--- src/rtl/adpll_cfg_pkg.sv ---
`default_nettype none
// ============================================================================
// Module   : adpll_cfg_pkg
// Brief    : Shared widths, default loop constants and sequencer state encoding.
// Revision : 1.0 - initial release
// ============================================================================
package adpll_cfg_pkg;

    localparam int PARAM_W        = 5;
    localparam int SEL_W          = 3;

    localparam int NPARAM_DEF     = 8;
    localparam int PGM_HOLD_DEF   = 4;
    localparam int CLR_CYC_DEF    = 16;
    localparam int LOCK_THR_DEF   = 2;
    localparam int LOCK_CNT_DEF   = 64;
    localparam int UNLOCK_CNT_DEF = 8;

    typedef enum logic [2:0] {
        ST_IDLE    = 3'd0,
        ST_SETUP   = 3'd1,
        ST_STROBE  = 3'd2,
        ST_GAP     = 3'd3,
        ST_CLEAR   = 3'd4,
        ST_MONITOR = 3'd5
    } state_t;

    // Bits needed to hold every value in 0..n inclusive.
    function automatic int cnt_width(input int n);
        return (n < 2) ? 1 : $clog2(n + 1);
    endfunction

endpackage
`default_nettype wire

--- src/rtl/adpll_lock_det.sv ---
`default_nettype none
// ============================================================================
// Module   : adpll_lock_det
// Brief    : Phase-error window counters producing locked and sticky lost_lock.
// Revision : 1.0 - initial release
// ============================================================================
module adpll_lock_det
    import adpll_cfg_pkg::*;
#(
    parameter int LOCK_THR   = LOCK_THR_DEF,
    parameter int LOCK_CNT   = LOCK_CNT_DEF,
    parameter int UNLOCK_CNT = UNLOCK_CNT_DEF
) (
    input  logic               clk,
    input  logic               rst_n,
    input  logic               en,
    input  logic               load,
    input  logic [PARAM_W-1:0] dout,
    output logic               locked,
    output logic               lost_lock
);

    localparam int IN_W  = cnt_width(LOCK_CNT);
    localparam int OUT_W = cnt_width(UNLOCK_CNT);

    logic [IN_W-1:0]  r_in_cnt;
    logic [OUT_W-1:0] r_out_cnt;
    logic             r_locked;
    logic             r_lost;
    logic             w_in_win;

    assign w_in_win  = (dout <= PARAM_W'(LOCK_THR));
    assign locked    = r_locked;
    assign lost_lock = r_lost;

    // Lock asserts on the same edge that in_cnt reaches LOCK_CNT.
    always_ff @(posedge clk or negedge rst_n) begin
        if (!rst_n) begin
            r_in_cnt  <= '0;
            r_out_cnt <= '0;
            r_locked  <= 1'b0;
            r_lost    <= 1'b0;
        end else if (load) begin
            r_in_cnt  <= '0;
            r_out_cnt <= '0;
            r_locked  <= 1'b0;
            r_lost    <= 1'b0;
        end else if (!en) begin
            r_in_cnt  <= '0;
            r_out_cnt <= '0;
            r_locked  <= 1'b0;
        end else if (w_in_win) begin
            r_out_cnt <= '0;
            if (r_in_cnt != IN_W'(LOCK_CNT))
                r_in_cnt <= r_in_cnt + 1'b1;
            if (r_in_cnt == IN_W'(LOCK_CNT - 1))
                r_locked <= 1'b1;
        end else begin
            r_in_cnt <= '0;
            if (r_locked) begin
                if (r_out_cnt == OUT_W'(UNLOCK_CNT - 1)) begin
                    r_locked  <= 1'b0;
                    r_lost    <= 1'b1;
                    r_out_cnt <= '0;
                end else begin
                    r_out_cnt <= r_out_cnt + 1'b1;
                end
            end
        end
    end

endmodule
`default_nettype wire

--- src/rtl/adpll_cfg_seq.sv ---
`default_nettype none
// ============================================================================
// Module   : adpll_cfg_seq
// Brief    : Shadow parameter table, program-strobe sequencer and lock monitor.
// Revision : 1.0 - initial release
// ============================================================================
module adpll_cfg_seq
    import adpll_cfg_pkg::*;
#(
    parameter int NPARAM     = NPARAM_DEF,
    parameter int PGM_HOLD   = PGM_HOLD_DEF,
    parameter int CLR_CYC    = CLR_CYC_DEF,
    parameter int LOCK_THR   = LOCK_THR_DEF,
    parameter int LOCK_CNT   = LOCK_CNT_DEF,
    parameter int UNLOCK_CNT = UNLOCK_CNT_DEF
) (
    input  logic               clk,
    input  logic               rst_n,
    input  logic               start,
    input  logic               abort,
    input  logic               wr_en,
    input  logic [SEL_W-1:0]   wr_addr,
    input  logic [PARAM_W-1:0] wr_data,
    input  logic [PARAM_W-1:0] dout,
    input  logic               sign,
    output logic               pgm,
    output logic [SEL_W-1:0]   param_sel,
    output logic [PARAM_W-1:0] pgm_value,
    output logic               clr,
    output logic               busy,
    output logic               done,
    output logic               locked,
    output logic               lost_lock
);

    localparam int HOLD_MAX = (PGM_HOLD > CLR_CYC) ? PGM_HOLD : CLR_CYC;
    localparam int HOLD_W   = cnt_width(HOLD_MAX);

    state_t             r_state;
    state_t             w_state_next;
    logic [SEL_W-1:0]   r_idx;
    logic [HOLD_W-1:0]  r_hold;
    logic [PARAM_W-1:0] r_table [NPARAM];
    logic               r_done;
    logic               w_load;
    logic               w_mon_en;
    logic               w_unused_sign;

    // Phase-error sign is only of interest to external trace.
    assign w_unused_sign = sign;

    always_ff @(posedge clk or negedge rst_n) begin
        if (!rst_n) r_state <= ST_IDLE;
        else        r_state <= w_state_next;
    end

    always_comb begin
        w_state_next = r_state;
        w_load       = 1'b0;
        pgm          = 1'b0;
        clr          = 1'b0;
        busy         = 1'b0;
        param_sel    = '0;
        pgm_value    = '0;
        case (r_state)
            ST_IDLE: begin
                if (start) begin
                    w_state_next = ST_SETUP;
                    w_load       = 1'b1;
                end
            end
            ST_SETUP: begin
                busy         = 1'b1;
                param_sel    = r_idx;
                pgm_value    = r_table[r_idx];
                w_state_next = ST_STROBE;
            end
            ST_STROBE: begin
                busy      = 1'b1;
                pgm       = 1'b1;
                param_sel = r_idx;
                pgm_value = r_table[r_idx];
                if (r_hold == HOLD_W'(PGM_HOLD - 1))
                    w_state_next = ST_GAP;
            end
            ST_GAP: begin
                busy      = 1'b1;
                param_sel = r_idx;
                pgm_value = r_table[r_idx];
                if (r_idx == SEL_W'(NPARAM - 1)) w_state_next = ST_CLEAR;
                else                             w_state_next = ST_SETUP;
            end
            ST_CLEAR: begin
                busy = 1'b1;
                clr  = 1'b1;
                if (r_hold == HOLD_W'(CLR_CYC - 1))
                    w_state_next = ST_MONITOR;
            end
            ST_MONITOR: begin
                if (start) begin
                    w_state_next = ST_SETUP;
                    w_load       = 1'b1;
                end
            end
            default: w_state_next = ST_IDLE;
        endcase
        if (abort) begin
            w_state_next = ST_IDLE;
            w_load       = 1'b0;
        end
    end

    // One hold counter serves both STROBE and CLEAR; it restarts on every state change.
    always_ff @(posedge clk or negedge rst_n) begin
        if (!rst_n)
            r_hold <= '0;
        else if (w_state_next != r_state)
            r_hold <= '0;
        else if (r_state == ST_STROBE || r_state == ST_CLEAR)
            r_hold <= r_hold + 1'b1;
        else
            r_hold <= '0;
    end

    always_ff @(posedge clk or negedge rst_n) begin
        if (!rst_n)
            r_idx <= '0;
        else if (w_load)
            r_idx <= '0;
        else if (r_state == ST_GAP && w_state_next == ST_SETUP)
            r_idx <= r_idx + 1'b1;
    end

    // Writes land in IDLE/MONITOR only, so a write coincident with start is seen by SETUP.
    always_ff @(posedge clk or negedge rst_n) begin
        if (!rst_n) begin
            for (int i = 0; i < NPARAM; i++)
                r_table[i] <= '0;
        end else if (wr_en && !busy) begin
            for (int i = 0; i < NPARAM; i++)
                if (wr_addr == SEL_W'(i))
                    r_table[i] <= wr_data;
        end
    end

    always_ff @(posedge clk or negedge rst_n) begin
        if (!rst_n) r_done <= 1'b0;
        else        r_done <= (r_state == ST_CLEAR) && (w_state_next == ST_MONITOR);
    end

    assign done     = r_done;
    assign w_mon_en = (r_state == ST_MONITOR) && (w_state_next == ST_MONITOR);

    adpll_lock_det #(
        .LOCK_THR   (LOCK_THR),
        .LOCK_CNT   (LOCK_CNT),
        .UNLOCK_CNT (UNLOCK_CNT)
    ) u_lock_det (
        .clk       (clk),
        .rst_n     (rst_n),
        .en        (w_mon_en),
        .load      (w_load),
        .dout      (dout),
        .locked    (locked),
        .lost_lock (lost_lock)
    );

endmodule
`default_nettype wire

--- config.mk ---
export PLATFORM = sky130hd
export DESIGN_NAME = adpll_cfg_seq
export DESIGN_NICKNAME = d
export VERILOG_FILES = /design/src/rtl/adpll_cfg_pkg.sv /design/src/rtl/adpll_lock_det.sv /design/src/rtl/adpll_cfg_seq.sv
export SDC_FILE = /design/constraint.sdc
export NUM_CORES = 1
export LEC_CHECK = 0
export CAP_MARGIN = 20
export CORE_UTILIZATION = 50
export CTS_CLUSTER_SIZE = 24
export DETAILED_ROUTE_END_ITERATION = 12
export PLACE_DENSITY = 0.72
export SLEW_MARGIN = 20
export SYNTH_ARGS = -nofsm -noshare
export SYNTH_HDL_FRONTEND = slang
export SYNTH_SLANG_ARGS = --single-unit
--- constraint.sdc ---
create_clock -name clk -period 4.1 [get_ports clk]
set_input_delay 0.82 -clock clk [delete_from_list [all_inputs] [get_ports clk]]
set_output_delay 0.82 -clock clk [all_outputs]
set_load 0.005 [all_outputs]
==> metrics, run 1 <==
status=finished clean; compound-gate portion of the synthesized area=0.0410; Seq/Total Area, Yosys=0.502; relative slew slack=0.427; post-synthesis instance area=3240 um2; Post-CTS Hold Buffers=0; Simple-Gate Fraction of Synth Area=0.142; Synth Area in XOR/XNOR=0.0325; Post-synth EDFFs=0; Buf/Inv on CP=1; Global Route Usage Sum=0.203; total grt overflow=0; dpl hpwl=4250 um; Final Hold Viols=0; delay-heaviest family, CP=flip-flops; die area=6800 um2; origin of the critical flop-to-flop path=r_state[2]; first-pass GRT wire length=10000 um; Diodes inserted=0; share of the synthesized area in the top cell type=0.502; number of global-route vias before repair=2125; crit-path cells=mux4_2 -> a22o_1 -> clkdlybuf4s50_1; 1st-iter DRT viols=74; FF+latch count, synth=65; RSZ-0062 raised after global routing=false; post-synthesis mux area share=0.238; Mapped Cells=249; Routed WL=6000 um; cell area after layout=3900 um2; Critical Path Slowest Stage Cell=dfrtp_1; PwrDens=473 nW/um2; DR WL/cell=16.4 um; die width=82.5 um; Critical Path Source=r_idx[0]; clock insertion delay at the later pin of the skew report=350 ps; Max Clk Rate=305 MHz; Hold WS=456 ps; YS warnings=0; post_cts resized=0; synthesized-area fraction occupied by adder cells=0.0270; Required @ worst endpoint=3280 ps; Ports=33; CTS tree=done; clock skew=10.2 ps; Detail Route Antenna Nets=0; Slew Viols, Final=0; Fillers=480; I/O Buffers=31; Worst-Margin Slew=853 ps; Root Buffer=clkbuf_8; startpoint type of the worst setup path=flip-flop; fin cells=365; CP arrival=2460 ps; largest net degree at the start of global routing=45; vias post-DR=2062; Core ar.=6100 um2; share of post-route cells with drive strength above 1=0.272; Final Setup Violations=0; largest family of logic cells by synthesized area=multiplexers; clk slew on worst S/H paths=80 ps; Net Count, Synth=275; Pleak=0.00164 uW; Synth area leader=dfrtp_1; CP max stage delay=820 ps; drt first pass iters=4; maxcap violations=0; Placed Cells incl. Taps=349; CTS max path bufs=2; Initial Util=0.531; Setup CP Type=reg2out; maximum VDD drop=0.250 mV; crit share post-route=0.799; Final Wtd Congestion=0.795; Placed Area=3620 um2; site row count=28; H-tree levels=3; setup_tns=0 ps; syn avg cell area=13.0 um2; Synth cell types=40; Final min period=3280 ps; crit end category=output port; drt via density=5.65; DRC=0; initial antenna violation count=0; clock sinks=65; # nets final=311; Hold Crit Class=in2async; largest cells by area after synthesis=dfrtp_1 50%, mux2_2 13%, mux4_2 7.0%; TritonCTS Buffers=9; Die H=82.5 um; Layout area overhead=20.3%; Async SR Flop Fraction=1.00; Setup Fix Bufs, Post-CTS=0; most common flop cell mapped by yosys=dfrtp_1; maximum fanout along the worst path=13
-- worst paths after layout --
kind | to | slack (ps) | cells past startpoint
worst max-delay path | pgm_value[0] | 820 | 3
worst min-delay path | u_lock_det.r_out_cnt[0] | 460 | 1
worst max register to register | r_table[7] | 1810 | 4
worst min register to register | r_hold[0] | 460 | 1
max in group asynchronous | r_table[8] | 2940 | 2
min in group clk | r_hold[0] | 460 | 1
-- cell families (layout without fill, tap and decap cells) --
group / Yosys count / after routing
XOR/XNOR: 12 / 12
adder cells (fa/ha/maj): 7 / 7
buffers and inverters: 14 / 55
AND/OR/NAND/NOR: 77 / 77
AO/OA/AOI/OAI: 17 / 17
flip-flops: 65 / 65
multiplexers: 57 / 57
-- power breakdown --
group	internal (uW)	switching (uW)
logic	185	93.6
registers	754	65.9
clock network	485	260
-- cell type report --
| type | count | area (um2) | area share |
|---|---|---|---|
| Timing Repair Buffer | 33 | 323 | 0.0829 |
| Inverter | 6 | 22.5 | 0.00578 |
| Clock buffer | 10 | 138 | 0.0353 |
| Sequential cell | 65 | 1630 | 0.417 |
| Tap cell | 75 | 93.8 | 0.0241 |
| Multi-Input combinational cell | 170 | 1560 | 0.399 |
| Clock inverter | 6 | 138 | 0.0353 |
-- metrics by stage --
step	util	total power [uW]	setup WS, ps
floorplan	-	1000	1820
global route	0.639	1930	683
finish	0.639	1840	822
CTS	0.639	1860	771
global placement	0.594	1100	1160
detailed placement	0.594	1110	1150
-- placed cells by master, fill, tap and decap left out, types with 2 or more instances in the layout --
cell             count
nor2_1              26
nor4b_4              3
o21ai_0              2
a21oi_1              2
mux4_2              10
clkbuf_8            10
a22o_1               6
nand3_1              6
nand2_1             10
or4b_2               2
mux2_4               5
and4b_1              2
xnor2_1              5
nor4b_1              3
and2_1               5
clkdlybuf4s50_1     30
nor2b_1              2
mux2i_1              4
inv_1                6
or3_1                2
buf_4                3
dfrtp_1             65
nor3_1               6
and3_1               2
nand2b_1             4
bufinv_16            4
ha_1                 7
xor2_1               7
mux2_2              37
-- flip-flops by register name (all words and copies together) (netlist names) --
signal                cells
done                      1
r_state                   3
r_hold                    5
u_lock_det.r_out_cnt      4
u_lock_det.r_in_cnt       7
u_lock_det.lost_lock      1
r_table                  40
u_lock_det.locked         1
r_idx                     3
-- layer usage --
metal  track usage  up-vias  share of wire
met3        0.0495       10          0.041
met2         0.308       39           0.47
met1         0.278     1036           0.47
li1              -      977              -
met5             0        -              0
met4        0.0860        0          0.016
-- cell usage after synthesis, types with 2 or more instances --
| cell | instances |
|---|---|
| dfrtp_1 | 65 |
| mux2_2 | 37 |
| nor2_1 | 26 |
| mux4_2 | 10 |
| nand2_1 | 10 |
| ha_1 | 7 |
| xor2_1 | 7 |
| a22o_1 | 6 |
| inv_1 | 6 |
| nand3_1 | 6 |
| nor3_1 | 6 |
| and2_1 | 5 |
| mux2_4 | 5 |
| xnor2_1 | 5 |
| clkbuf_1 | 4 |
| mux2i_1 | 4 |
| nand2b_1 | 4 |
| buf_2 | 3 |
| nor4b_1 | 3 |
| nor4b_4 | 3 |
| a21oi_1 | 2 |
| and3_1 | 2 |
| and4b_1 | 2 |
| nor2b_1 | 2 |
| o21ai_0 | 2 |
| or3_1 | 2 |
| or4b_2 | 2 |
No activity file was read; power rests on OpenSTA's default activity.
==> run 2, diff against run 1 <==
- PLACE_DENSITY: 0.72 -> 0.74
- clock period: 4.1 -> 2.65 ns (I/O delays scaled with it)
==> metrics, run 2 (same netlist as run 1, synthesis figures left out) <==
status=finished clean (unchanged); share of post-route cells with drive strength above 1=0.324 (was 0.272); Pleak=0.00176 uW (was 0.00164 uW); Final Wtd Congestion=0.774 (was 0.795); crit end category=output port (unchanged); Die H=82.5 um (unchanged); dpl hpwl=4240 um (was 4250 um); Max Clk Rate=390 MHz; first-pass GRT wire length=10100 um (was 10000 um); Post-CTS Hold Buffers=0 (unchanged); number of global-route vias before repair=2052 (was 2125); CTS max path bufs=2 (unchanged); Total Power=2680 uW (was 1840 uW); vias post-DR=2124 (was 2062); Critical Path Slowest Stage Cell=mux4_2 (was dfrtp_1); max reg flops=40 (unchanged); Ports=33 (unchanged); Fillers=473 (was 480); Layout area overhead=23.3% (was 20.3%); Required @ worst endpoint=2120 ps (was 3280 ps); met2 wire length=2920 um (was 2840 um); Hold WS=361 ps (was 456 ps); crit share post-route=0.967; Routed WL=6230 um (was 6000 um); biggest regs=r_table (40), u_lock_det.r_in_cnt (7), r_hold (5) (unchanged); Global Route Usage Sum=0.208 (was 0.203); crit-path cells=buf_12 -> buf_4 -> mux4_2 -> a22o_1 -> dlygate4sd2_1 (was mux4_2 -> a22o_1 -> clkdlybuf4s50_1); maximum fanout along the worst path=8 (was 13); Diodes inserted=0 (unchanged); drt via density=5.57 (was 5.65); Setup CP Type=reg2out (unchanged); met3 WL=269 um (was 248 um); drt first pass iters=4 (unchanged); top sig layer=met4 (unchanged); CTS tree=done (unchanged); 1st-iter DRT viols=112 (was 74); largest register by flop count=r_table (unchanged); Final Hold Viols=0 (unchanged); Final Setup Violations=0 (unchanged); setup_tns=0 ps (unchanged); CP arrival=2030 ps (was 2460 ps); # nets final=327 (was 311); Worst-Margin Slew=874 ps (was 853 ps); origin of the critical flop-to-flop path=r_state[2] (unchanged); CP max stage delay=490 ps (was 820 ps); most frequent cells in the layout=63 x dfrtp_1, 37 x mux2_2, 26 x nor2_1, 25 x clkdlybuf4s50_1, 17 x buf_4 (was 65 x dfrtp_1, 37 x mux2_2, 30 x clkdlybuf4s50_1, 26 x nor2_1); maximum VDD drop=0.413 mV (was 0.250 mV); DRC=0 (unchanged); relative slew slack=0.413 (was 0.427); total grt overflow=0 (unchanged); Hold Crit Class=in2async (unchanged); clock insertion delay at the later pin of the skew report=330 ps (was 350 ps); Core ar.=6100 um2 (unchanged); metal1 wirelength=2940 um (was 2820 um); RSZ-0062 raised after global routing=false (unchanged); die width=82.5 um (unchanged); TritonCTS Buffers=9 (unchanged); clock sinks=65 (unchanged); H-tree levels=3 (unchanged); Root Buffer=clkbuf_8 (unchanged); I/O Buffers=31 (unchanged); clk slew on worst S/H paths=70 ps (was 80 ps); worst reg2reg path depth=5 (was 4); Critical Path Source=r_idx[0] (unchanged); die area=6800 um2 (unchanged); initial antenna violation count=0 (unchanged); Detail Route Antenna Nets=0 (unchanged); maxcap violations=0 (unchanged); clock skew=7.12 ps (was 10.2 ps); commonest non-fill, non-tap cell in the layout=dfrtp_1 (unchanged); Initial Util=0.531 (unchanged); Slew Viols, Final=0 (unchanged); Final min period=2560 ps; largest net degree at the start of global routing=66 (was 45); post-layout util=0.655 (was 0.639); startpoint type of the worst setup path=flip-flop (unchanged); DR WL/cell=16.3 um (was 16.4 um); site row count=28 (unchanged); PwrDens=671 nW/um2 (was 473 nW/um2)
## run 2: cell count changes in the layout (fill, tap and decap cells not counted), moves of 2 or more
cell             previous run  this run
buf_4                       3        17
clkdlybuf4s50_1            30        25
dlymetal6s2s_1              0         3
bufinv_16                   4         2
dfrtp_1                    65        63
dfrtp_2                     0         2
dlygate4sd2_1               0         2
## run 2: layout make-up
| class | count | area, um2 | area share |
|---|---|---|---|
| well taps | 75 | 93.8 | 0.0235 |
| clock buffers | 10 | 138 | 0.0345 |
| inverters | 6 | 22.5 | 0.00564 |
| clock inverters | 6 | 90.1 | 0.0226 |
| repair buffers | 49 | 458 | 0.115 |
| flip-flops and latches | 65 | 1630 | 0.408 |
| multi-input cells | 170 | 1560 | 0.391 |
## run 2: where the power goes
group / internal, uW / switching (uW)
combinational: 303 / 162
clock: 559 / 396
sequential: 1170 / 90.7
total: 2030 / 649
## run 2: path summary, 6_finish.rpt
check | slack, ps | to
max | 90 | pgm_value[4]
min | 360 | u_lock_det.r_out_cnt[1]
max reg2reg | 420 | r_table[8]
min reg2reg | 460 | r_hold[0]
max in group asynchronous | 1720 | r_idx[1]
min in group clk | 460 | r_hold[0]
## run 2: per-layer routing
layer / GRT usage / vias to the layer above
met4: 0.0965 / 0
met3: 0.0396 / 9
li1: - / 1012
met2: 0.306 / 38
met5: 0 / -
met1: 0.296 / 1065
## run 2: timing repair
action	CTS	global route
pin swaps	0	1
gates cloned	0	0
endpoints found under the setup margin	5	3
buffers inserted	1	6
gates resized for setup	5	4
## run 2: worst max-delay path, delay by kind of cell, from the launching register on
kind | cells | cell delay (ps)
buffers and inverters | 3 | 560
DFF | 1 | 390
AOI/OAI and AO/OA | 1 | 260
muxes | 1 | 490
## run 2: stage by stage
stage	std cells	cell area (um2)	setup WS [ps]
4_1_cts	375	3940	0.899
2_1_floorplan	249	3240	665
6_report	381	3990	88.2
3_3_place_gp	358	3700	43.9
3_5_place_dp	358	3700	-37.9
5_1_grt	381	3990	3.24
